### src/rtl/fifo_access_arbiter.sv
// Round-robin write arbiter and read gate in front of a flag-less 8-bit FIFO.
// Occupancy is tracked here on the accept edge; all FIFO strobes are registered.
module fifo_access_arbiter #(
    parameter int NUM_REQ    = 4,
    parameter int DATA_WIDTH = 8,
    parameter int DEPTH      = 16,
    localparam int CW        = $clog2(DEPTH) + 1
) (
    input  logic                          clk,
    input  logic                          rst,
    input  logic [NUM_REQ-1:0]            req_valid,
    input  logic [NUM_REQ*DATA_WIDTH-1:0] req_data,
    output logic [NUM_REQ-1:0]            req_ready,
    input  logic                          rd_req,
    output logic                          rd_valid,
    output logic [DATA_WIDTH-1:0]         rd_data,
    output logic                          fifo_write_en,
    output logic [DATA_WIDTH-1:0]         fifo_data_in,
    output logic                          fifo_read_en,
    input  logic [DATA_WIDTH-1:0]         fifo_data_out,
    output logic [CW-1:0]                 count,
    output logic                          full,
    output logic                          empty,
    output logic [2:0]                    grant_id
);

    logic [2:0]            rr_ptr_r;
    logic                  rd_pend_r;
    logic [NUM_REQ-1:0]    mask_hi_s;
    logic [NUM_REQ-1:0]    req_hi_s;
    logic [NUM_REQ-1:0]    grant_s;
    logic [2:0]            win_idx_s;
    logic [DATA_WIDTH-1:0] win_data_s;
    logic                  wr_acc_s;
    logic                  rd_acc_s;

    function automatic logic [NUM_REQ-1:0] lowest_set(input logic [NUM_REQ-1:0] v);
        return v & (~v + {{(NUM_REQ-1){1'b0}}, 1'b1});
    endfunction

    assign full  = (count == CW'(DEPTH));
    assign empty = (count == {CW{1'b0}});

    // Round-robin grant: lowest requester above rr_ptr wins, else wrap to the lowest overall.
    always_comb begin
        mask_hi_s  = {NUM_REQ{1'b0}};
        win_idx_s  = 3'd0;
        win_data_s = {DATA_WIDTH{1'b0}};
        for (int i = 0; i < NUM_REQ; i++) begin
            mask_hi_s[i] = (i > int'(rr_ptr_r));
        end
        req_hi_s  = req_valid & mask_hi_s;
        grant_s   = (req_hi_s != {NUM_REQ{1'b0}}) ? lowest_set(req_hi_s) : lowest_set(req_valid);
        req_ready = full ? {NUM_REQ{1'b0}} : grant_s;
        for (int i = 0; i < NUM_REQ; i++) begin
            win_idx_s  = win_idx_s | ({3{req_ready[i]}} & 3'(i));
            win_data_s = win_data_s | ({DATA_WIDTH{req_ready[i]}} & req_data[i*DATA_WIDTH +: DATA_WIDTH]);
        end
        wr_acc_s = |(req_valid & req_ready);
        rd_acc_s = rd_req & ~empty;
    end

    // Strobe generation, read-data pipeline and occupancy tracking.
    always_ff @(posedge clk) begin
        if (!rst) begin
            fifo_write_en <= 1'b0;
            fifo_read_en  <= 1'b0;
            rd_pend_r     <= 1'b0;
            rd_valid      <= 1'b0;
            fifo_data_in  <= {DATA_WIDTH{1'b0}};
            rd_data       <= {DATA_WIDTH{1'b0}};
            count         <= {CW{1'b0}};
            grant_id      <= 3'd0;
            rr_ptr_r      <= 3'(NUM_REQ - 1);
        end else begin
            fifo_write_en <= wr_acc_s;
            fifo_read_en  <= rd_acc_s;
            // FIFO data appears the cycle after its read strobe, hence one extra stage.
            rd_pend_r     <= fifo_read_en;
            rd_valid      <= rd_pend_r;
            if (wr_acc_s) begin
                fifo_data_in <= win_data_s;
                rr_ptr_r     <= win_idx_s;
                grant_id     <= win_idx_s;
            end
            if (rd_pend_r) begin
                rd_data <= fifo_data_out;
            end
            case ({wr_acc_s, rd_acc_s})
                2'b10:   count <= count + CW'(1);
                2'b01:   count <= count - CW'(1);
                default: count <= count;
            endcase
        end
    end

endmodule

### config.mk
export PLATFORM = sky130hd
export DESIGN_NAME = fifo_access_arbiter
export DESIGN_NICKNAME = d
export VERILOG_FILES = /design/src/rtl/fifo_access_arbiter.sv
export SDC_FILE = /design/constraint.sdc
export NUM_CORES = 1
export LEC_CHECK = 0
export CORE_MARGIN = 2
export CORE_UTILIZATION = 40
export DETAILED_ROUTE_END_ITERATION = 12
export PLACE_DENSITY_LB_ADDON = 0.25
export SLEW_MARGIN = 20
export SYNTH_ARGS = -nofsm -noshare
export SYNTH_HDL_FRONTEND = slang
export SYNTH_SLANG_ARGS = --single-unit
### constraint.sdc
create_clock -name clk -period 3.9 [get_ports clk]
set_input_delay 1.17 -clock clk [delete_from_list [all_inputs] [get_ports clk]]
set_output_delay 1.17 -clock clk [all_outputs]
set_load 0.02 [all_outputs]
# --- Word level (Yosys, flattened, before mapping) ---
# Index checks and enable logic that the tools add are counted.
word_totals:
  inputBits: 47
  regBits: 31
  wordCells: 43
  out_inout_bits: 33
classes:
  n_bitwise: 17
  n_addsub: 4
  order_cmp: 3
  n_reduce_logical: 4
  mux: 3
  eq_ne: 3
op_table:
  columns: ["cell", "n"]
  rows:
  - ["$and 8x8->8", 4]
  - ["$or 8x8->8", 3]
  - ["$and 4x4->4", 4]
  - ["$pmux 5 s2", 1]
  - ["$add 4x1->4 const B", 2]
  - ["$mux 4", 2]
  - ["$not 4->4", 2]
  - ["$gt 2x3->1 const A", 2]
  - ["$add 5x1->5 const B", 1]
  - ["$eq 5x5->1 const B", 1]
  - ["$logic_not 5->1", 1]
  - ["$sub 5x1->5 const B", 1]
  - ["$reduce_bool 4->1", 1]
  - ["$reduce_or 4->1", 1]
  - ["$gt 1x3->1 const A", 1]
  - ["$eq 2x1->1 const B", 1]
  - ["$eq 2x2->1 const B", 1]
  - ["$or 1x2->2", 1]
  - ["$or 2x2->2", 1]
  - ["$reduce_bool 2->1", 1]
  - ["$and 1x1->1", 1]
  - ["$not 1->1", 1]

# --- Depth between registers and ports, before layout ---
# Gate-level depths: netlist of run 1.
depth:
  ltp_word: 11
  depth_mapped: 14
  mapped_depth_nobuf: 12

# --- Least setup slack after synthesis of run 1 ---
# OpenSTA, ideal clock, no wires.
synth_timing:
  kind: "input-to-reg"
  start: "input req_valid[2]"
  end: "register count[4]"
  path_slack_ns: 0.265
  arrival_time_ns: 3.565
  setup_time_ns: 0.070
  stages: 13
  path_buffers: 1
  cell_sequence: "o21bai_2 -> nand2_1 -> o21a_1 -> a21oi_2 -> buf_6 -> inv_2 -> ha_1 -> fa_1 -> a21o_1 -> a21oi_1 -> xor2_1 -> or3_1 -> a21boi_1"
synth_between:
  elab_chain_len: 10
  word_cells_on_any_way: 16
  classes_between: "add/sub (2); eq/ne (2); mux (3); bitwise (6); reduce/logical (3)"
synth_lines:
  columns: ["item", "line_no", "text"]
  rows:
  - ["from (decl)", "11", "input logic [NUM_REQ-1:0] req_valid,"]
  - ["$and 4x4->4", "52", "req_hi_s = req_valid & mask_hi_s;"]
  - ["$not 4->4", "38", "return v & (~v + {{(NUM_REQ-1){1'b0}}, 1'b1});"]
  - ["$add 4x1->4", "38", null]
  - ["$and 4x4->4", "38", null]
  - ["$mux 4", "53", "grant_s = (req_hi_s != {NUM_REQ{1'b0}}) ? lowest_set(req_hi_s) : lowest_set(req_valid);"]
  - ["$mux 4", "54", "req_ready = full ? {NUM_REQ{1'b0}} : grant_s;"]
  - ["$and 4x4->4 (*)", "59", "wr_acc_s = |(req_valid & req_ready);"]
  - ["$reduce_or 4->1 (*)", "59", null]
  - ["$eq 2x1->1 or $eq 2x2->1 (tied branches)", "89", "case ({wr_acc_s, rd_acc_s})"]
  - ["$pmux 5 s2 or $reduce_bool 2->1 (tied branches)", null, null]
  - ["to (signal assigned)", "90", "2'b10: count <= count + CW'(1);"]
  - ["to (signal assigned)", "91", "2'b01: count <= count - CW'(1);"]
  - ["to (signal assigned)", "92", "default: count <= count;"]
  - ["to (decl)", "21", "output logic [CW-1:0] count,"]
# Mark *: on every way between the ends. The rest lies on a longest branch, timed or not.
# A chain may end at the register's enable or synchronous reset.

# --- Worst setup path in the final report of run 1 ---
layout_timing:
  start: "input req_valid[1]"
  end: "output req_ready[3]"
layout_between:
  elab_chain_len: 6
  word_cells_on_any_way: 10
  classes_between: "add/sub (2); mux (2); bitwise (5); reduce/logical (1)"
layout_lines:
  columns: ["item", "line_no", "text"]
  rows:
  - ["$and 4x4->4", "52", null]
  - ["$not 4->4", "38", null]
  - ["$add 4x1->4", "38", null]
  - ["$and 4x4->4", "38", null]
  - ["$mux 4 (*)", "53", null]
  - ["$mux 4 (*)", "54", null]
  - ["to (decl)", "13", "output logic [NUM_REQ-1:0] req_ready,"]
# Marked as above.

==> results.tsv, run 1 <==
stage	metric	value	unit
logic_synthesis	Post-Synth Adder-Cell Area	4.44	%
finish	Ant. Diodes	0	
logic_synthesis	Syn. warnings	0	
finish	area taken by multi-input logic gates	885	sq um
finish	fillers	326	
logic_synthesis	largest family of logic cells by synthesized area	compound AO/OA/AOI/OAI gates	
setup_path	CP Depth	6	
logic_synthesis	Post-synth EDFFs	0	
setup_path	CP max stage delay	460	ps
logic_synthesis	sequential element share of the synthesized area	36.8	%
place	Buffers on Ports	78	
outcome	status	completed	
place	dpl hpwl	3.31	mm
route	routed length per instance	12.9	um
logic_synthesis	multiplexer share of the synthesized area	5.71	%
grt	pin count of the biggest net entering global routing	18	
route	DRC viols	0	
grt	vias in the first global route	1556	
logic_synthesis	mapped cell area	0.00158	sq mm
route	final WL	4.20	mm
logic_synthesis	Synth top area share	36.8	%
clock_tree	CTS tree	yes	
min_path	cell count of the worst hold path	1	
grt	first-pass GRT wire length	6.70	mm
logic_synthesis	Syn Nets	236	
timing	Final period util	97.7	%
route	Iter 0 DRT Violations	71	
logic_synthesis	Synth area leaders	dfxtp_1, o22ai_1, mux2i_1	
min_path	Hold Path Origin	fifo_read_en	
logic_synthesis	Post-Synth Simple-Gate Area	19.4	%
clock_tree	clk sinks	29	
floorplanning	I/O Pins	80	
floorplanning	# rows	22	
grt	Total GRT Usage	19.6	%
min_path	Hold Path Class	flop to flop	
logic_synthesis	FF+latch count, synth	29	
timing	setup violators final	0	
timing	Period minus WS final	3810	ps
logic_synthesis	Synth cell types	39	
route	DR vias/cell	5.15	
timing	Setup Skew	5.95	ps
setup_path	startpoint types	input pin	
setup_path	CP cell instances	clkdlybuf4s50_1, nor2b_1, o22a_1, o32ai_2, and2_1, dlygate4sd2_1	
power_and_ir_drop	IR drop worst, VDD	0.229	mV
grt	initial antenna violation count	0	
grt	GRT overflow	0	
logic_synthesis	Yosys top cell by area	dfxtp_1	
logic_synthesis	Top FF cell, synth	dfxtp_1	
setup_path	Worst EP required	2730	ps
logic_synthesis	compound-gate portion of the synthesized area	23.9	%
floorplanning	die width	66.8	um
setup_path	Worst R2R Path Depth	12	
route	Initial DRT Pass Iterations	4	
finish	layout cells sized above 1	14.0	%
run	max-cap violations	0	
setup_path	crit path kind	input pin to output pin	
logic_synthesis	Syn Inst Count	184	
timing	Max Freq	263	MHz
logic_synthesis	Commonest cells post-synth	dfxtp_1, o22ai_1, nand2_1, nor2b_1, nand3_1	
finish	Finished Layout Cells	326	
power_and_ir_drop	Static Leakage	1.07	nW
clock_tree	total CTS buffers	5	
setup_path	crit end category	output pin	
place	RePlAce Congestion	0.812	
power_and_ir_drop	PwrDens	548	mW/mm^2
clock_tree	H-tree levels	2	
floorplanning	die area	0.00446	sq mm
setup_path	crit path launch	req_valid[1]	
timing	Hold Fails Final Rpt	0	
finish	NumNets Final	329	
route	Vias	1679	
setup_path	Critical Path Fanout Max	5	
logic_synthesis	ys async rst share	0	%
timing	Hold WS	458	ps
setup_path	Buf/Inv on CP	2	
clock_tree	clk slew on worst S/H paths	60	ps
finish	Reg area	581	sq um
clock_tree	CTS max path bufs	2	
place	placed cells	317	
timing	Slew Viols, Final	0	
clock_tree	root buf cell	clkbuf_8	
setup_path	Reg-to-Reg Start	rr_ptr_r[1]	
setup_path	CP max-delay cell	clkdlybuf4s50_1	
logic_synthesis	Mean Syn Cell Area	8.57	sq um
route	ANT nets after route	0	
setup_path	arrival time worst endpoint	2640	ps
clock_tree	clk_lat worst skew	280	ps
finish	Layout area overhead	65.2	%
floorplanning	Starting Density	42.4	%
floorplanning	total core area	0.00372	sq mm
logic_synthesis	most common cell in the netlist	dfxtp_1	
timing	RSZ-0062 raised after global routing	false	
logic_synthesis	XOR/XNOR share of the synthesized area	2.22	%
floorplanning	Die Ht	66.8	um
setup_path	CP top delay family	buffers and inverters	
## layout make-up
cell class | count | share of cell area (%)
Multi-Input combinational cell | 130 | 34.0
Sequential cell | 29 | 22.3
Timing Repair Buffer | 98 | 35.7
Clock inverter | 1 | 0.192
Tap cell | 48 | 2.31
Clock buffer | 7 | 3.70
Inverter | 13 | 1.87
## routing by layer
layer / up-vias / routed length (um) / track usage, %
met2: 80 / 1940 / 32.8
met3: 11 / 350 / 4.56
met4: 0 / 87 / 9.44
li1: 843 / - / -
met1: 745 / 1820 / 23.6
met5: - / 0 / 0
## sequential cells by signal, indices dropped and copies added (netlist names)
register       count
fifo_data_in       8
rd_data            8
count              5
grant_id           2
rr_ptr_r           2
fifo_read_en       1
fifo_write_en      1
rd_pend_r          1
rd_valid           1
## timing repair
item	in CTS	in global routing
buffers inserted	1	0
resized for setup	4	2
gates cloned	0	0
pin swaps	1	0
hold buffers	0	0
setup endpoints to repair	4	2
## final timing paths
path | to | slack (ps)
hold reg to reg | rd_pend_r | 460
hold / removal | rd_pend_r | 460
setup reg to reg | count[4] | 1120
setup / recovery | req_ready[3] | 90
## metrics by stage
step	power, mW	TNS, ps	setup slack, ps	cell area (sq um)	utilization, %
2_1_floorplan	0.846	0	265	1580	-
3_3_place_gp	1.15	-527	-144	2490	67.1
3_5_place_dp	1.16	-664	-182	2490	67.1
4_1_cts	1.43	0	91.2	2600	69.9
5_1_grt	1.52	0	24.3	2600	70.1
6_report	1.43	0	91.1	2600	70.1
## power by group
part	internal [mW]	switching [mW]	total (mW)
clock	0.159	0.108	0.267
sequential	0.363	0.0644	0.427
combinational	0.381	0.351	0.731
total	0.903	0.523	1.43
## cells by family (layout without fill, tap and decap cells)
logic type      Yosys count  in the layout
other cells               1              1
mux                       9              9
fa+ha+maj                 5              5
buf+inv                  25            119
simple gates             58             58
compound gates           53             53
xor+xnor                  4              4
flops                    29             29
## cells in the final DEF (no fill, tap or decap), types with 3 or more instances in the layout
master	count
clkdlybuf4s50_1	73
dfxtp_1	29
buf_4	20
o22ai_1	18
nand2_1	14
nor2b_1	12
nand3_1	10
mux2i_1	9
inv_1	9
and2_1	8
a221oi_1	8
clkbuf_8	7
a21oi_1	5
inv_2	4
nand2b_1	4
o21ai_1	4
o21ai_0	4
dlygate4sd2_1	4
nor3_1	3
nor2_1	3
a21boi_1	3
ha_1	3
Power figures use the tool's default switching activity.
==> inputs of run 2 (changes only) <==
- CORE_UTILIZATION: 40 -> 36
- SKIP_LAST_GASP: default -> 1
- clock period: 3.9 -> 3.5 ns (I/O delays scaled with it)
==> run 2 against run 1 <==
Net effect:
- total power up 8.8%
- final cell count up 1.8%
- first-iteration DRC count down 13%
- routed wire length down 2.0%
- worst hold slack better by 5.1 ps
- register-to-register slack worse by 320 ps
- via count down 1.8%
- flip-flop and latch count unchanged
- core utilization down 9.1 points
- count of clock-buffer cells in the layout down 1
- worst setup slack better by 92 ps
- combinational power up 11%
- critical path type unchanged
- highest routed layer unchanged
==> results.tsv, run 2 (synthesis results as in run 1) <==
stage	metric	value	unit
place	placed cells	323	
finish	commonest cells after routing, fill and taps aside	clkdlybuf4s50_1, dfxtp_1, buf_4, o22ai_1, nand2_1	
timing	Hold WS	463	ps
finish	Ant. Diodes	0	
grt	Total GRT Usage	18.2	%
clock_tree	total CTS buffers	5	
floorplanning	die area	0.00492	sq mm
floorplanning	# rows	24	
min_path	cell count of the worst hold path	1	
outcome	status	completed	
clock_tree	H-tree levels	2	
setup_path	CP top delay family	buffers and inverters	
grt	first-pass GRT wire length	7.12	mm
finish	NumNets Final	331	
floorplanning	die width	70.2	um
route	DRC viols	0	
power_and_ir_drop	Static Leakage	1.08	nW
place	Buffers on Ports	78	
setup_path	Worst EP required	2450	ps
finish	fillers	417	
clock_tree	clk sinks	29	
finish	layout cells sized above 1	15.7	%
clock_tree	CTS max path bufs	2	
setup_path	CP Depth	6	
grt	GRT overflow	0	
grt	initial antenna violation count	0	
route	DR vias/cell	4.96	
route	ANT nets after route	0	
timing	Max Freq	302	MHz
finish	Layout area overhead	66.1	%
setup_path	CP max stage delay	340	ps
timing	Period minus WS final	3320	ps
route	Initial DRT Pass Iterations	4	
power_and_ir_drop	IR drop worst, VDD	0.233	mV
setup_path	arrival time worst endpoint	2270	ps
clock_tree	clk slew on worst S/H paths	60	ps
timing	Slew Viols, Final	0	
power_and_ir_drop	Tot Pwr	1.55	mW
min_path	Hold Path Class	flop to flop	
floorplanning	total core area	0.00429	sq mm
setup_path	startpoint types	input pin	
clock_tree	clk_lat worst skew	280	ps
power_and_ir_drop	PwrDens	592	mW/mm^2
finish	largest registers	fifo_data_in: 8 flops, rd_data: 8 flops, count: 5 flops	
finish	area taken by multi-input logic gates	898	sq um
clock_tree	CTS Hold Bufs	0	
setup_path	Buf/Inv on CP	3	
setup_path	CP cell instances	dlygate4sd2_1, buf_4, nand2b_1, a21oi_1, nor3_1, clkdlybuf4s15_1	
finish	most common cell after layout, fill and taps aside	clkdlybuf4s50_1	
grt	pin count of the biggest net entering global routing	18	
finish	Finished Layout Cells	332	
place	RePlAce Congestion	0.868	
timing	RSZ-0062 raised after global routing	false	
route	Iter 0 DRT Violations	62	
timing	Final period util	94.8	%
setup_path	crit end category	output pin	
clock_tree	CTS tree	yes	
floorplanning	Die Ht	70.2	um
floorplanning	I/O Pins	80	
grt	vias in the first global route	1625	
clock_tree	root buf cell	clkbuf_8	
timing	Hold Fails Final Rpt	0	
setup_path	crit path kind	input pin to output pin	
route	final WL	4.12	mm
floorplanning	Starting Density	36.7	%
setup_path	Worst R2R Path Depth	12	
route	routed length per instance	12.4	um
route	Vias	1648	
place	dpl hpwl	3.25	mm
setup_path	Critical Path Fanout Max	6	
finish	Reg area	581	sq um
run	max-cap violations	0	
timing	setup violators final	0	
setup_path	CP max-delay cell	clkdlybuf4s15_1	
timing	Setup Skew	3.60	ps
run 2: cell count changes in the layout (fill, tap and decap cells not counted), sizes merged:
cell           before  now
clkbuf              7    6
clkdlybuf4s15       0    2
dlygate4sd2         4    3
clkinv              1    2
buf                20   23
clkdlybuf4s50      73   70
dlymetal6s2s        1    2
run 2: per-stage QoR:
step / setup slack (ps) / cell area (sq um) / TNS, ps / utilization (%)
6_report: 183 / 2620 / 0 / 61.0
5_1_grt: 85.1 / 2620 / 0 / 61.0
4_1_cts: 1.65 / 2610 / 0 / 60.8
3_5_place_dp: -417 / 2520 / -2070 / 58.7
3_3_place_gp: -349 / 2520 / -1800 / 58.7
2_1_floorplan: 73.3 / 1580 / 0 / -
run 2: worst paths after layout:
kind / from / end / slack, ps
worst min-delay path: fifo_read_en / rd_pend_r / 460
worst max-delay path: req_valid[3] / req_ready[1] / 180
worst max register to register: rr_ptr_r[1] / count[4] / 800
worst min register to register: fifo_read_en / rd_pend_r / 460
run 2: layout make-up:
class | count | share of cell area, %
multi-input combinational | 130 | 34.3
sequential | 29 | 22.2
clock inverter | 2 | 0.382
inverter | 13 | 1.86
timing repair buffer | 100 | 36.0
clock buffer | 6 | 2.77
tap | 52 | 2.48
run 2: layer usage:
layer  up-vias  share of wire, %  GRT usage [%]  wire length [um]
li1        842                 -              -                 -
met1       736                43           22.7              1780
met2        64                47           28.6              1930
met3         6               8.1           6.35               332
met4         0               1.9           7.69                77
met5         -                 0              0                 0
run 2: where the power goes:
group / switching, mW / internal (mW)
clock network: 0.124 / 0.137
registers: 0.0706 / 0.404
logic: 0.383 / 0.431
total: 0.578 / 0.972
run 2: worst register-to-register path: cells and delay by family (launching register included):
family	cells	cell delay [ps]
flip-flops	1	530
adder cells (fa/ha/maj)	2	560
buffers and inverters	1	50
AND/OR/NAND/NOR	2	400
AO/OA/AOI/OAI	6	1020
XOR/XNOR	1	80
run 2: timing repair:
| item | CTS | global route |
|---|---|---|
| setup endpoints to repair | 6 | 6 |
| resized for setup | 13 | 4 |
| gates cloned | 0 | 0 |
| buffers inserted | 1 | 0 |
| hold endpoints to repair | 0 | 0 |
| pin swaps | 1 | 1 |
==> inputs of run 3 (changes only) <==
- TNS_END_PERCENT: default -> 1
==> run 3 against run 2 <==
Net effect:
- global-route usage about the same
- die area unchanged
- combinational power about the same
- total power hardly changed
- worst setup slack better by 110 ps
- worst hold slack about the same
- clock skew about the same
- largest cell class unchanged
- largest power group unchanged
==> results.tsv, run 3 (synthesis results as in run 1) <==
stage	metric	value	unit
min_path	Hold Path Class	flop to flop	
setup_path	Reg-to-Reg Start	rr_ptr_r[1]	
timing	Hold Fails Final Rpt	0	
clock_tree	CTS Hold Bufs	0	
grt	first-pass GRT wire length	7.14	mm
grt	initial antenna violation count	0	
route	ANT nets after route	0	
floorplanning	I/O Pins	80	
route	final WL	4.14	mm
finish	Layout area overhead	66.2	%
grt	pin count of the biggest net entering global routing	18	
timing	Setup Skew	4.02	ps
clock_tree	total CTS buffers	5	
timing	RSZ-0062 raised after global routing	false	
timing	Period minus WS final	3210	ps
min_path	cell count of the worst hold path	1	
clock_tree	H-tree levels	2	
power_and_ir_drop	Tot Pwr	1.55	mW
power_and_ir_drop	PwrDens	592	mW/mm^2
route	DRC viols	0	
floorplanning	die area	0.00492	sq mm
floorplanning	die width	70.2	um
clock_tree	CTS max path bufs	2	
clock_tree	clk_lat worst skew	280	ps
setup_path	flop-to-flop setup slack	720	ps
run	max-cap violations	0	
finish	most common cell after layout, fill and taps aside	clkdlybuf4s50_1	
min_path	Hold Path Origin	fifo_read_en	
floorplanning	total core area	0.00429	sq mm
finish	final core occ	61.0	%
clock_tree	CTS tree	yes	
route	Initial DRT Pass Iterations	4	
setup_path	Worst EP required	2450	ps
clock_tree	clk slew on worst S/H paths	60	ps
setup_path	Worst R2R Path Depth	12	
route	DR vias/cell	4.94	
setup_path	startpoint types	input pin	
timing	setup violators final	0	
place	RePlAce Congestion	0.868	
floorplanning	Die Ht	70.2	um
setup_path	crit path kind	input pin to output pin	
setup_path	CP max-delay cell	dlygate4sd2_1	
setup_path	CP max stage delay	360	ps
finish	final instance area	0.00262	sq mm
route	Vias	1639	
setup_path	CP cell instances	dlymetal6s2s_1, buf_4, nand2b_1, a21oi_1, nor3_1, dlygate4sd2_1	
setup_path	crit end category	output pin	
timing	Final period util	91.7	%
outcome	status	completed	
floorplanning	Starting Density	36.7	%
grt	Total GRT Usage	18.2	%
place	area post-placement	0.00252	sq mm
finish	NumNets Final	331	
setup_path	Critical Path Fanout Max	6	
place	dpl hpwl	3.25	mm
power_and_ir_drop	IR drop worst, VDD	0.233	mV
finish	commonest cells after routing, fill and taps aside	clkdlybuf4s50_1, dfxtp_1, buf_4, o22ai_1, nand2_1	
min_path	sink of the worst hold path	rd_pend_r	
timing	Hold WS	463	ps
clock_tree	root buf cell	clkbuf_8	
finish	largest registers	fifo_data_in: 8 flops, rd_data: 8 flops, count: 5 flops	
grt	GRT overflow	0	
route	Iter 0 DRT Violations	67	
grt	vias in the first global route	1624	
place	Buffers on Ports	78	
clock_tree	clk sinks	29	
finish	Ant. Diodes	0	
setup_path	arrival time worst endpoint	2160	ps
floorplanning	# rows	24	
timing	Max Freq	311	MHz
setup_path	reg-to-reg endpoint	count[4]	
finish	layout cells sized above 1	15.0	%
power_and_ir_drop	Static Leakage	1.10	nW
route	routed length per instance	12.5	um
timing	Slew Viols, Final	0	
## run 3: worst max path at each step
stage,startpoint,to,slack (ps)
2_1_floorplan,req_valid[2],count[4],70
3_3_place_gp,req_valid[3],count[4],-350
3_5_place_dp,req_valid[2],count[4],-420
4_1_cts,req_valid[3],count[4],-140
5_1_grt,req_valid[3],count[4],150
6_report,req_valid[3],req_ready[1],290
## run 3: final cells by class
type | count | area [sq um]
Tap cell | 52 | 65.1
Inverter | 13 | 48.8
Clock buffer | 6 | 72.6
Fill cell | 416 | 1670
Sequential cell | 29 | 581
Timing Repair Buffer | 100 | 947
Clock inverter | 2 | 10.0
Multi-Input combinational cell | 130 | 896
## run 3: metal layers
layer / vias up / routed length (um) / global-route usage (%)
li1: 843 / - / -
met1: 730 / 1810 / 22.7
met2: 60 / 1930 / 28.6
met3: 6 / 322 / 6.35
met4: 0 / 77 / 7.69
met5: - / 0 / 0
## run 3: critical path, delay by kind of cell
family          cells  cell delay, ps
simple gates        2             290
buf+inv             3             730
compound gates      1              90
## run 3: per-stage QoR
stage | setup TNS [ps] | worst slack, ps | std cells
global placement | -1800 | -349 | 323
finish | 0 | 289 | 332
global route | 0 | 150 | 332
floorplan | 0 | 73.3 | 184
detailed placement | -2070 | -417 | 323
CTS | -365 | -137 | 331
## run 3: power breakdown
part           internal [mW]  switching, mW
combinational          0.429          0.384
clock                  0.137          0.124
sequential             0.404         0.0710
total                  0.971          0.579
## run 3: timing repair
action / in CTS / in global routing
resized for setup: 4 / 8
pin swaps: 0 / 1
endpoints found under the hold margin: 0 / 0
buffers inserted: 0 / 1
setup endpoints to repair: 6 / 6
